## config.mk

```make
export PLATFORM = sky130hd
export DESIGN_NAME = count_run_ctrl
export DESIGN_NICKNAME = d
export VERILOG_FILES = /design/src/rtl/count_run_ctrl.sv
export SDC_FILE = /design/constraint.sdc
export NUM_CORES = 1
export LEC_CHECK = 0
export BUFFER_PORTS_ARGS = -buffer_cell sky130_fd_sc_hd__buf_2
export CAP_MARGIN = 10
export CORE_UTILIZATION = 52
export CTS_BUF_LIST = sky130_fd_sc_hd__clkbuf_2
export CTS_CLUSTER_SIZE = 30
export DETAILED_ROUTE_END_ITERATION = 8
export GPL_TIMING_DRIVEN = 0
export PLACE_DENSITY_LB_ADDON = 0.3
export SETUP_SLACK_MARGIN = 0.3
export SYNTH_ARGS = -nofsm -noshare
export SYNTH_HDL_FRONTEND = slang
export SYNTH_SLANG_ARGS = --single-unit
export TNS_END_PERCENT = 20
```

## constraint.sdc

```tcl
create_clock -name clk -period 1.8 [get_ports clk]
set_input_delay 0.27 -clock clk [delete_from_list [all_inputs] [get_ports clk]]
set_output_delay 0.27 -clock clk [all_outputs]
set_load 0.03 [all_outputs]
```

## src/rtl/count_run_ctrl.sv

```systemverilog
// Run/pause/clear FSM, count-enable prescaler and 3-digit segment scan for a 0-999 BCD counter.
// Optional LEADING_ZERO_BLANK_EN blanks leading zero digits on the shared segment bus.
module count_run_ctrl #(
  parameter int PRESCALE = 50000,
  parameter int SCAN_DIV = 1000,
  parameter bit WRAP     = 1'b1
) (
  input  logic       clk,
  input  logic       rstn,
  input  logic       start_stop,
  input  logic       clear,
  input  logic       at_max,
  input  logic [6:0] uni,
  input  logic [6:0] dez,
  input  logic [6:0] cen,
  output logic       cnt_en,
  output logic       cnt_clr_n,
  output logic [6:0] seg,
  output logic [2:0] dig,
  output logic [1:0] state,
  output logic       running
);

  localparam logic [1:0] IDLE  = 2'b00;
  localparam logic [1:0] RUN   = 2'b01;
  localparam logic [1:0] PAUSE = 2'b10;
  localparam logic [1:0] DONE  = 2'b11;

  localparam int PW = $clog2(PRESCALE);
  localparam int SW = (SCAN_DIV > 1) ? $clog2(SCAN_DIV) : 1;

  logic          ss_q;
  logic [PW-1:0] pc;
  logic [SW-1:0] sc;
  logic          se;
  logic          pc_term;
  logic          term;
  logic          stop;
  logic          sc_term;
  logic [1:0]    state_nxt;
  logic [PW-1:0] pc_nxt;
  logic [2:0]    dig_nxt;
  logic [6:0]    seg_nxt;
  logic [6:0]    cen_v;
  logic [6:0]    dez_v;

  assign se      = start_stop & ~ss_q;
  assign pc_term = (pc == PW'(PRESCALE - 1));
  assign term    = (state == RUN) & pc_term;
  assign stop    = at_max & ~WRAP;
  assign sc_term = (sc == SW'(SCAN_DIV - 1));

  always_comb begin
    state_nxt = state;
    if (clear) begin
      state_nxt = IDLE;
    end else begin
      case (state)
        IDLE:    if (se) state_nxt = RUN;
        RUN: begin
          if (se)
            state_nxt = PAUSE;
          else if (term && stop)
            state_nxt = DONE;
        end
        PAUSE:   if (se) state_nxt = RUN;
        default: state_nxt = DONE;
      endcase
    end
  end

  // The pausing edge does not consume a prescaler cycle.
  always_comb begin
    pc_nxt = pc;
    if (clear || state == IDLE)
      pc_nxt = '0;
    else if (state == RUN) begin
      if (pc_term)
        pc_nxt = '0;
      else if (!se)
        pc_nxt = pc + PW'(1);
    end
  end

  always_comb begin
    cen_v = cen;
    dez_v = dez;
`ifdef LEADING_ZERO_BLANK_EN
    if (cen == 7'b0111111) begin
      cen_v = '0;
      if (dez == 7'b0111111)
        dez_v = '0;
    end
`endif
  end

  assign dig_nxt = sc_term ? {dig[1:0], dig[2]} : dig;

  always_comb begin
    seg_nxt = '0;
    unique case (1'b1)
      dig_nxt[0]: seg_nxt = uni;
      dig_nxt[1]: seg_nxt = dez_v;
      dig_nxt[2]: seg_nxt = cen_v;
      default:    seg_nxt = '0;
    endcase
  end

  always_ff @(posedge clk or negedge rstn) begin
    if (!rstn) begin
      ss_q      <= 1'b0;
      state     <= IDLE;
      running   <= 1'b0;
      pc        <= '0;
      cnt_en    <= 1'b0;
      cnt_clr_n <= 1'b1;
    end else begin
      ss_q      <= start_stop;
      state     <= state_nxt;
      running   <= (state_nxt == RUN);
      pc        <= pc_nxt;
      cnt_en    <= term & ~stop & ~clear;
      cnt_clr_n <= ~clear;
    end
  end

  always_ff @(posedge clk or negedge rstn) begin
    if (!rstn) begin
      sc  <= '0;
      dig <= 3'b001;
      seg <= '0;
    end else begin
      sc  <= sc_term ? '0 : sc + SW'(1);
      dig <= dig_nxt;
      seg <= seg_nxt;
    end
  end

endmodule

```

==> results of run 1 <==
==> registers in the layout (all words and copies together) (netlist names) <==
register	count
dig	3
state	2
running	1
cnt_clr_n	1
seg	7
cnt_en	1
sc	10
ss_q	1
pc	16
==> worst max path at each step <==
stage               slack (ns)      to  depth (start not counted)
floorplan                 0.01  seg[3]                          7
global placement         -0.27  seg[4]                          7
detailed placement       -0.30  seg[4]                          7
CTS                      -0.02  pc[13]                          5
global route             -0.08   pc[2]                          5
finish                   -0.02  pc[15]                          4
==> critical path: stages, from the launching register on <==
cell     delay (ns)
dfrtp_2        0.47
nand3_2        0.12
or4_4          0.55
or4_1          0.51
a21oi_1        0.14
==> per-stage QoR <==
stage / power, µW / TNS [ns]
after floorplan: 1020 / 0
after global placement: 1090 / -2.49
after detailed placement: 1090 / -3.32
after CTS: 1640 / -0.0227
after global routing: 1700 / -0.624
final: 1640 / -0.0296
==> timing repair <==
action,4_1_cts,5_1_grt
cloned,1,0
endpoints found under the setup margin,32,34
buffers inserted,9,2
pin swaps,22,18
hold endpoints to repair,24,0
hold buffers,2,0
resized for setup,47,21
==> power breakdown <==
part           internal, µW  switching, µW  leakage [µW]
clock                   237            312     0.0000406
combinational          53.7           76.6      0.000719
sequential              953           5.49      0.000551
==> cell type report <==
class / count / area [µm²] / share of cell area
clock buffer: 6 / 30.0 / 0.0102
multi-input combinational: 191 / 1320 / 0.446
buffer: 12 / 101 / 0.0343
clock inverter: 2 / 33.8 / 0.0114
inverter: 6 / 22.5 / 0.00761
tap: 50 / 62.6 / 0.0212
timing repair buffer: 52 / 327 / 0.110
sequential: 42 / 1060 / 0.359
==> layer usage <==
layer	global-route usage	share of wire
met5	0	0
met1	0.293	0.44
met3	0.0583	0.049
met4	0.0755	0.0089
met2	0.428	0.51
==> synthesized netlist by cell type (3+ instances only) <==
cell and n:
inv_1 6, nand2_1 49, o31ai_1 4, nand3_1 15
or4_1 3, nor2b_1 4, o21ai_0 7, a211o_1 7
dfrtp_1 40, nor4_1 4, nand2b_1 3, xnor2_1 4
a21oi_1 22, nor2_1 10, or3_1 3, mux2_2 7
and3_1 5, xor2_1 4, clkbuf_1 10, o211ai_1 3
nand4_1 6
==> cell families (layout without fill, tap and decap cells) <==
| kind of cell | count (synthesis) | after routing | synth area share |
|---|---|---|---|
| flops | 42 | 42 | 0.465 |
| simple gates | 118 | 119 | 0.272 |
| compound gates | 54 | 54 | 0.151 |
| mux | 8 | 8 | 0.0392 |
| fa+ha+maj | 2 | 2 | 0.0110 |
| buf+inv | 18 | 78 | 0.0304 |
| xor+xnor | 8 | 8 | 0.0309 |
==> run summary, run 1 <==
outcome: complete, but fails checks
failing checks: setup timing
final setup skew: 0.0257 ns
crit path from: pc[5]
die height: 68.0 µm
Pwr Density: 553 nW/µm²
endpoints failing setup: 2
Initial Utilization: 0.555
fillers: 292
Synth Register Bits: 42
Clock Pin Slew Worst Setup and Hold Paths: 0.21 ns
commonest non-fill, non-tap cells in the layout: nand2_1, buf_2, dfrtp_1
Worst setup EP type: flop
clock root buffer: clkbuf_2
largest net degree at the start of global routing: 43
Place WS: -0.297 ns
vias in the first global route: 1978
synth warn: 0
most common cell after layout, fill and taps aside: nand2_1
CP startpoint kind: flop
Final #Nets: 338
clk_lat worst skew: 0.41 ns
first-pass GRT wire length: 8430 µm
Detailed Route Iter0 Violations: 150
Peak Freq: 0.551 GHz
Syn Nets: 278
vias: 2092
RePlAce Congestion: 0.862
vias per inst: 5.80
pin slew with the least headroom to its limit: 0.905 ns
max-slew violation count: 0
Cells after Synth: 250
Residual DRC: 0
design area: 2960 µm²
EDFF count, synth: 0
DP Area: 2560 µm²
Final Hold Fails: 0
synthesis-to-finish area growth: 30.5%
max-cap violation count: 0
HP Start: clear
Fin Hold WS: 0.0263 ns
Primary FF master, synth: dfrtp_1
RSZ-0062 raised after global routing: yes
Synth area leader: dfrtp_1
die area: 4630 µm²
Mean Syn Cell Area: 9.06 µm²
Num CTS Buffers: 5
CTS sink cnt: 42
Cell Count Post-Placement: 339
slew margin rel.: 0.397
H-tree levels: 2
R2R Path Start: pc[5]
worst hold path cell count: 2
crit-path max FO: 6
CP Class: reg -> reg
IO Pins: 41
Crit path required time: 2.15 ns
maximum clock path buffer count: 2
die width: 68.0 µm
top cells by area, synth: dfrtp_1, nand2_1, a21oi_1
share of the synthesized area in the top cell type: 0.442
fin cells: 361
Leakage: 0.00131 µW
num rows: 23
critical path arrival: 2.17 ns
hold path endpoint: cnt_clr_n
final setup margin: -0.0164 ns
Reg-to-Reg End: pc[15]
detailed placement HPWL: 3410 µm
asr flop ratio synth: 1.00
IO buf count: 39
reg2reg setup slack: -0.02 ns
count of different cell masters after synthesis: 47
DRT Wirelength: 5520 µm
Syn Std Cell Area: 2270 µm²
Worst R2R Path Depth: 4
HP Class: in -> reg
layout cells sized above 1: 0.367
drt first pass iters: 4
initial antenna violation count: 0
post-synthesis sequential area ratio: 0.465
final global-route overflow total: 0
Core ar.: 4090 µm²
maximum vdd drop: 0.318 mV
Final Cycle Share: 1.01
Diodes inserted: 0
DR WL/cell: 15.3 µm
CTS tree: yes
fin util: 0.724
Post-DRT Antenna Nets: 0
crit path time final: 1.82 ns
Overall Global Routing Usage: 0.244
Power figures use the tool's default switching activity.
==> inputs of run 2 (changes only) <==
Settings changed: RECOVER_POWER set to 100.
==> run 2 against run 1 <==
Compared with the run above: total power fell by 0.24%; critical path depth did not move; non-clock buffer count did not move; sequential share of layout area rose by 0.84 points; global-route usage did not move; sequential power barely moved; cell count did not move; the flow still finishes with violations (setup timing); count of clock-buffer cells in the layout did not move; worst setup slack got worse by 0.0015 ns; maximum frequency barely moved; design area fell by 2.3%; largest power group unchanged; register-to-register slack barely moved; highest routed layer unchanged.
==> run summary, run 2 (synthesized netlist as in run 1, its figures left out) <==
outcome: complete, but fails checks
failing checks: setup timing
maximum clock path buffer count: 2 (unchanged)
Worst setup EP type: flop
max-slew violation count: 0 (unchanged)
IO Pins: 41 (unchanged)
CTS tree: yes
fin util: 0.707 (-0.0165)
maximum vdd drop: 0.314 mV (-1.3%)
CP Cell Sequence: nand3_1, or4_4, or4_4, a21oi_1
initial antenna violation count: 0 (unchanged)
die height: 68.0 µm (unchanged)
drt first pass iters: 5 (+1)
crit path time final: 1.82 ns (+0.00149 ns)
clock root buffer: clkbuf_2
most common cell after layout, fill and taps aside: nand2_1
max incr delay on CP: 0.56 ns (about the same)
vias: 2109 (+0.81%)
Residual DRC: 0 (unchanged)
Core ar.: 4090 µm² (unchanged)
Fin Hold WS: 0.0920 ns (+0.0657 ns)
Setup crit end: pc[13]
crit-path max FO: 5 (-1)
Detailed Route Iter0 Violations: 134 (-11%)
Final Power: 1630 µW (-0.24%)
commonest non-fill, non-tap cells in the layout: nand2_1, dfrtp_1, clkbuf_1, buf_2, a21oi_1
reg2reg setup slack: -0.02 ns (about the same)
detailed placement HPWL: 3410 µm (unchanged)
crit path from: pc[0]
IO buf count: 39 (unchanged)
vias per inst: 5.84 (+0.81%)
HP Class: in -> reg
Diodes inserted: 0 (unchanged)
RePlAce Congestion: 0.862 (unchanged)
largest registers: pc (16), sc (10), seg (7)
Final #Nets: 338 (unchanged)
DRT Wirelength: 5560 µm (+0.82%)
H-tree levels: 2 (unchanged)
DP Area: 2560 µm² (unchanged)
Post-DRT Antenna Nets: 0 (unchanged)
final setup skew: 0.0297 ns (+0.00399 ns)
Num CTS Buffers: 5 (unchanged)
Pwr Density: 565 nW/µm² (+2.1%)
endpoints failing setup: 2 (unchanged)
Crit path required time: 2.13 ns (-0.02 ns)
pin slew with the least headroom to its limit: 1.01 ns (+0.105 ns)
Leakage: 0.00123 µW (-6.2%)
CP Class: reg -> reg
Clock Pin Slew Worst Setup and Hold Paths: 0.19 ns (-0.02 ns)
Overall Global Routing Usage: 0.244 (unchanged)
slew margin rel.: 0.326 (-0.0700)
die area: 4630 µm² (unchanged)
Final Hold Fails: 0 (unchanged)
Initial Utilization: 0.555 (unchanged)
DR WL/cell: 15.4 µm (+0.82%)
Final Cycle Share: 1.01 (about the same)
first-pass GRT wire length: 8430 µm (unchanged)
Peak Freq: 0.550 GHz (about the same)
num rows: 23 (unchanged)
CTS sink cnt: 42 (unchanged)
RSZ-0062 raised after global routing: yes
max reg flops: 16 (unchanged)
CP startpoint kind: flop
final setup margin: -0.0179 ns (-0.00149 ns)
layout cells sized above 1: 0.296 (-0.0707)
largest net degree at the start of global routing: 43 (unchanged)
CP most frequent cell: or4_4
Worst R2R Path Depth: 4 (unchanged)
design area: 2890 µm² (-2.3%)
clk_lat worst skew: 0.41 ns (about the same)
largest register by flop count: pc
max-cap violation count: 0 (unchanged)
Crit-path slowest cell: or4_4
synthesis-to-finish area growth: 27.6%
die width: 68.0 µm (unchanged)
R2R Path Start: pc[0]
critical path arrival: 2.15 ns (-0.02 ns)
Reg-to-Reg End: pc[13]
final global-route overflow total: 0 (unchanged)
vias in the first global route: 1978 (unchanged)
## run 2: what timing repair did
item | 4_1_cts | 5_1_grt
hold buffers | 2 | 0
hold endpoints to repair | 24 | 0
endpoints found under the setup margin | 32 | 34
gates cloned | 1 | 0
gates resized for setup | 47 | 21
buffers inserted | 9 | 2
pin swaps | 22 | 18
## run 2: report_power, final
| group | switching, µW | internal (µW) |
|---|---|---|
| clock network | 309 | 237 |
| registers | 5.41 | 953 |
| logic | 77.4 | 51.7 |
| total | 392 | 1240 |
## run 2: cell type report
type | instances | area, µm²
repair buffers | 52 | 277
multi-input cells | 191 | 1310
flip-flops and latches | 42 | 1060
clock buffers | 6 | 30.0
well taps | 50 | 62.6
plain buffers | 12 | 93.8
fillers | 312 | 1200
clock inverters | 2 | 33.8
inverters | 6 | 22.5
## run 2: worst min path at each step
| stage | start | to | slack, ns | cells past startpoint |
|---|---|---|---|---|
| floorplan | rstn | cnt_en | -0.03 | 0 |
| global placement | start_stop | ss_q | 0.40 | 1 |
| detailed placement | start_stop | ss_q | 0.41 | 1 |
| CTS | clear | cnt_clr_n | 0.008 | 2 |
| global route | clear | cnt_clr_n | 0.09 | 2 |
| finish | clear | cnt_clr_n | 0.09 | 2 |
## run 2: worst max-delay path: cells and delay by family, from the launching register on
family	cells	cell delay, ns
AO/OA/AOI/OAI	1	0.13
flip-flops	1	0.47
AND/OR/NAND/NOR	3	1.17
## run 2: metrics by stage
stage | setup slack, ns | setup TNS (ns) | std cells
floorplan | 0.0116 | 0 | 250
global route | -0.0764 | -0.663 | 361
global placement | -0.275 | -2.49 | 339
finish | -0.0179 | -0.0232 | 361
detailed placement | -0.297 | -3.32 | 339
CTS | -0.0154 | -0.0227 | 359
## run 2: layer usage
| metal | vias to the layer above | routed length, µm | global-route usage |
|---|---|---|---|
| met2 | 76 | 2800 | 0.428 |
| met1 | 1000 | 2440 | 0.293 |
| met3 | 7 | 269 | 0.0583 |
| met5 | - | 0 | 0 |
| li1 | 1026 | - | - |
| met4 | 0 | 47 | 0.0755 |
==> inputs of run 3 (changes only) <==
Settings changed: CORE_UTILIZATION 52 to 50.
==> run 3 against run 2 <==
Compared with the run above: the run ends with hold timing, setup timing left; clock power fell by 27%; sequential power barely moved; first-iteration DRC count rose by 31%; non-clock buffer count rose by 12; worst setup slack got worse by 0.0019 ns; count of clock-buffer cells in the layout rose by 1; hold slack got worse by 0.095 ns; combinational power rose by 13%; cell count rose by 3.6%; global-route usage fell by 0.29 points; critical path depth rose by 2; largest cell class unchanged; highest routed layer unchanged.
==> run summary, run 3 (synthesized netlist as in run 1, its figures left out) <==
HP Class: in -> async
Clock Pin Slew Worst Setup and Hold Paths: 0.20 ns (about the same)
Residual DRC: 0 (unchanged)
crit path time final: 1.82 ns (+0.00186 ns)
CP Cell Sequence: buf_6, and4b_2, nand4_1, buf_4, or4bb_1, nand3_1
design area: 3140 µm² (+8.6%)
maximum clock path buffer count: 2 (unchanged)
Final #Nets: 350 (+3.6%)
H-tree levels: 2 (unchanged)
max reg flops: 16 (unchanged)
Worst setup EP type: flop
outcome: complete, but fails checks
Pwr Density: 478 nW/µm² (-15%)
vias per inst: 5.95 (+1.9%)
Multi-input gate area: 1420 µm² (+8.6%)
CTS sink cnt: 42 (unchanged)
detailed placement HPWL: 3390 µm (-0.44%)
Diodes inserted: 0 (unchanged)
largest register by flop count: pc
crit-path max FO: 6 (+1)
final setup skew: 0.0127 ns (-0.0169 ns)
Post-DRT Antenna Nets: 0 (unchanged)
Pint: 1110 µW (-10%)
DP Area: 2560 µm² (about the same)
layout cells sized above 1: 0.394 (+0.0986)
register area: 1060 µm² (-0.12%)
endpoints failing setup: 3 (+1)
pin slew with the least headroom to its limit: 1.03 ns (+0.0197 ns)
Overall Global Routing Usage: 0.241 (-0.00292)
Final Cycle Share: 1.01 (+0.00103)
Leakage: 0.00134 µW (+8.7%)
max-slew violation count: 0 (unchanged)
Num CTS Buffers: 5 (unchanged)
fillers: 304 (-2.6%)
DRT Wirelength: 6290 µm (+13%)
Clock Power Share: 0.265 (-0.069)
Detailed Route Iter0 Violations: 176 (+31%)
largest registers: pc (16), sc (10), seg (7)
most common cell after layout, fill and taps aside: nand2_1
IO buf count: 39 (unchanged)
initial antenna violation count: 0 (unchanged)
failing checks: hold timing, setup timing
Core ar.: 4350 µm² (+6.6%)
sw power: 388 µW (-0.88%)
critical path arrival: 2.18 ns (+0.03 ns)
vias: 2226 (+5.5%)
Peak Freq: 0.550 GHz (-0.10%)
final setup margin: -0.0197 ns (-0.00186 ns)
maximum vdd drop: 0.388 mV (+24%)
CTS tree: yes
RSZ-0062 raised after global routing: yes
clk_lat worst skew: 0.41 ns (about the same)
Comb pwr share: 0.097 (+0.018)
CP startpoint kind: flop
Final Power: 1500 µW (-8.1%)
CP Class: reg -> reg
sequential share of power: 0.638 (+0.051)
clock root buffer: clkbuf_2
max-cap violation count: 0 (unchanged)
die height: 69.3 µm (+1.9%)
first-pass GRT wire length: 9350 µm (+11%)
final global-route overflow total: 0 (unchanged)
drt first pass iters: 4 (-1)
Initial Utilization: 0.520 (-0.0341)
IO Pins: 41 (unchanged)
Crit path required time: 2.16 ns (+0.03 ns)
synthesis-to-finish area growth: 38.5%
switch share: 0.259 (+0.0188)
RePlAce Congestion: 0.859 (-0.36%)
slew margin rel.: 0.313 (-0.0131)
largest net degree at the start of global routing: 43 (unchanged)
vias in the first global route: 2114 (+6.9%)
Crit-path slowest cell: dfrtp_2
max incr delay on CP: 0.48 ns (-0.08 ns)
commonest non-fill, non-tap cells in the layout: nand2_1, dfrtp_1, buf_2
DR WL/cell: 16.8 µm (+9.1%)
die width: 69.3 µm (+1.9%)
die area: 4810 µm² (+3.9%)
num rows: 24 (+4.3%)
Fin Hold WS: -0.00261 ns (-0.0946 ns)
Final Hold Fails: 2 (+2)
## run 3: changes by cell type in the layout (fill, tap and decap cells not counted), moves of 2 or more
cell      delta
buf_4        +8
buf_6        +6
clkbuf_1     -6
a21oi_1      -5
a21oi_2      +5
and3_1       -2
and3_4       +2
buf_2        +2
nand2_1      -2
nand2_4      +2
nor2_1       -2
or4_1        -2
or4_4        +2
## run 3: cell type report
type | count | area share
inverters | 6 | 0.00718
multi-input cells | 191 | 0.453
well taps | 52 | 0.0207
repair buffers | 64 | 0.134
clock buffers | 7 | 0.0112
flip-flops and latches | 42 | 0.338
plain buffers | 12 | 0.0355
## run 3: metal layers
layer,part of all wire,wire (µm),GRT usage
met1,0.41,2580,0.296
met2,0.52,3280,0.406
met3,0.051,321,0.0552
met4,0.018,113,0.104
met5,0,0,0
## run 3: through the flow
step | setup TNS [ns] | hold WS [ns] | setup slack (ns) | utilization | cells
after floorplan | 0 | -0.0256 | 0.0116 | - | 250
after global placement | -2.54 | 0.407 | -0.276 | 0.588 | 341
after detailed placement | -3.17 | 0.412 | -0.294 | 0.588 | 341
after CTS | -0.00196 | 0.00270 | -0.00196 | 0.661 | 360
after global routing | -0.527 | 0.0487 | -0.0826 | 0.721 | 374
final | -0.0461 | -0.00261 | -0.0197 | 0.721 | 374
## run 3: final timing paths
check / start / endpoint / slack (ns) / cells past startpoint
max: pc[6] / pc[6] / -0.02 / 6
min: rstn / seg[3] / -0.003 / 1
max reg2reg: pc[6] / pc[6] / -0.02 / 6
min reg2reg: sc[2] / sc[2] / 0.54 / 1
max in group asynchronous: rstn / state[0] / 1.10 / 1
min in group clk: clear / cnt_en / 0.14 / 2
## run 3: worst max-delay path, delay by kind of cell, from the launching register on
| kind | cells | cell delay [ns] |
|---|---|---|
| simple gates | 4 | 0.96 |
| buf+inv | 2 | 0.34 |
| flops | 1 | 0.48 |
## run 3: timing repair
action                                  CTS  global route
endpoints found under the hold margin     2             0
resized for setup                        47            44
hold buffers                              2             0
gates cloned                              1             0
setup buffers                             9            14
endpoints found under the setup margin   32            34
pin swaps                                24            32
## run 3: power groups by stage
| stage | clock (µW) | combinational [µW] | sequential [µW] |
|---|---|---|---|
| after floorplan | 0 | 37.5 | 984 |
| after global placement | 0 | 111 | 974 |
| after detailed placement | 0 | 112 | 974 |
| after CTS | 400 | 125 | 958 |
| after global routing | 445 | 159 | 959 |
| final | 397 | 146 | 958 |
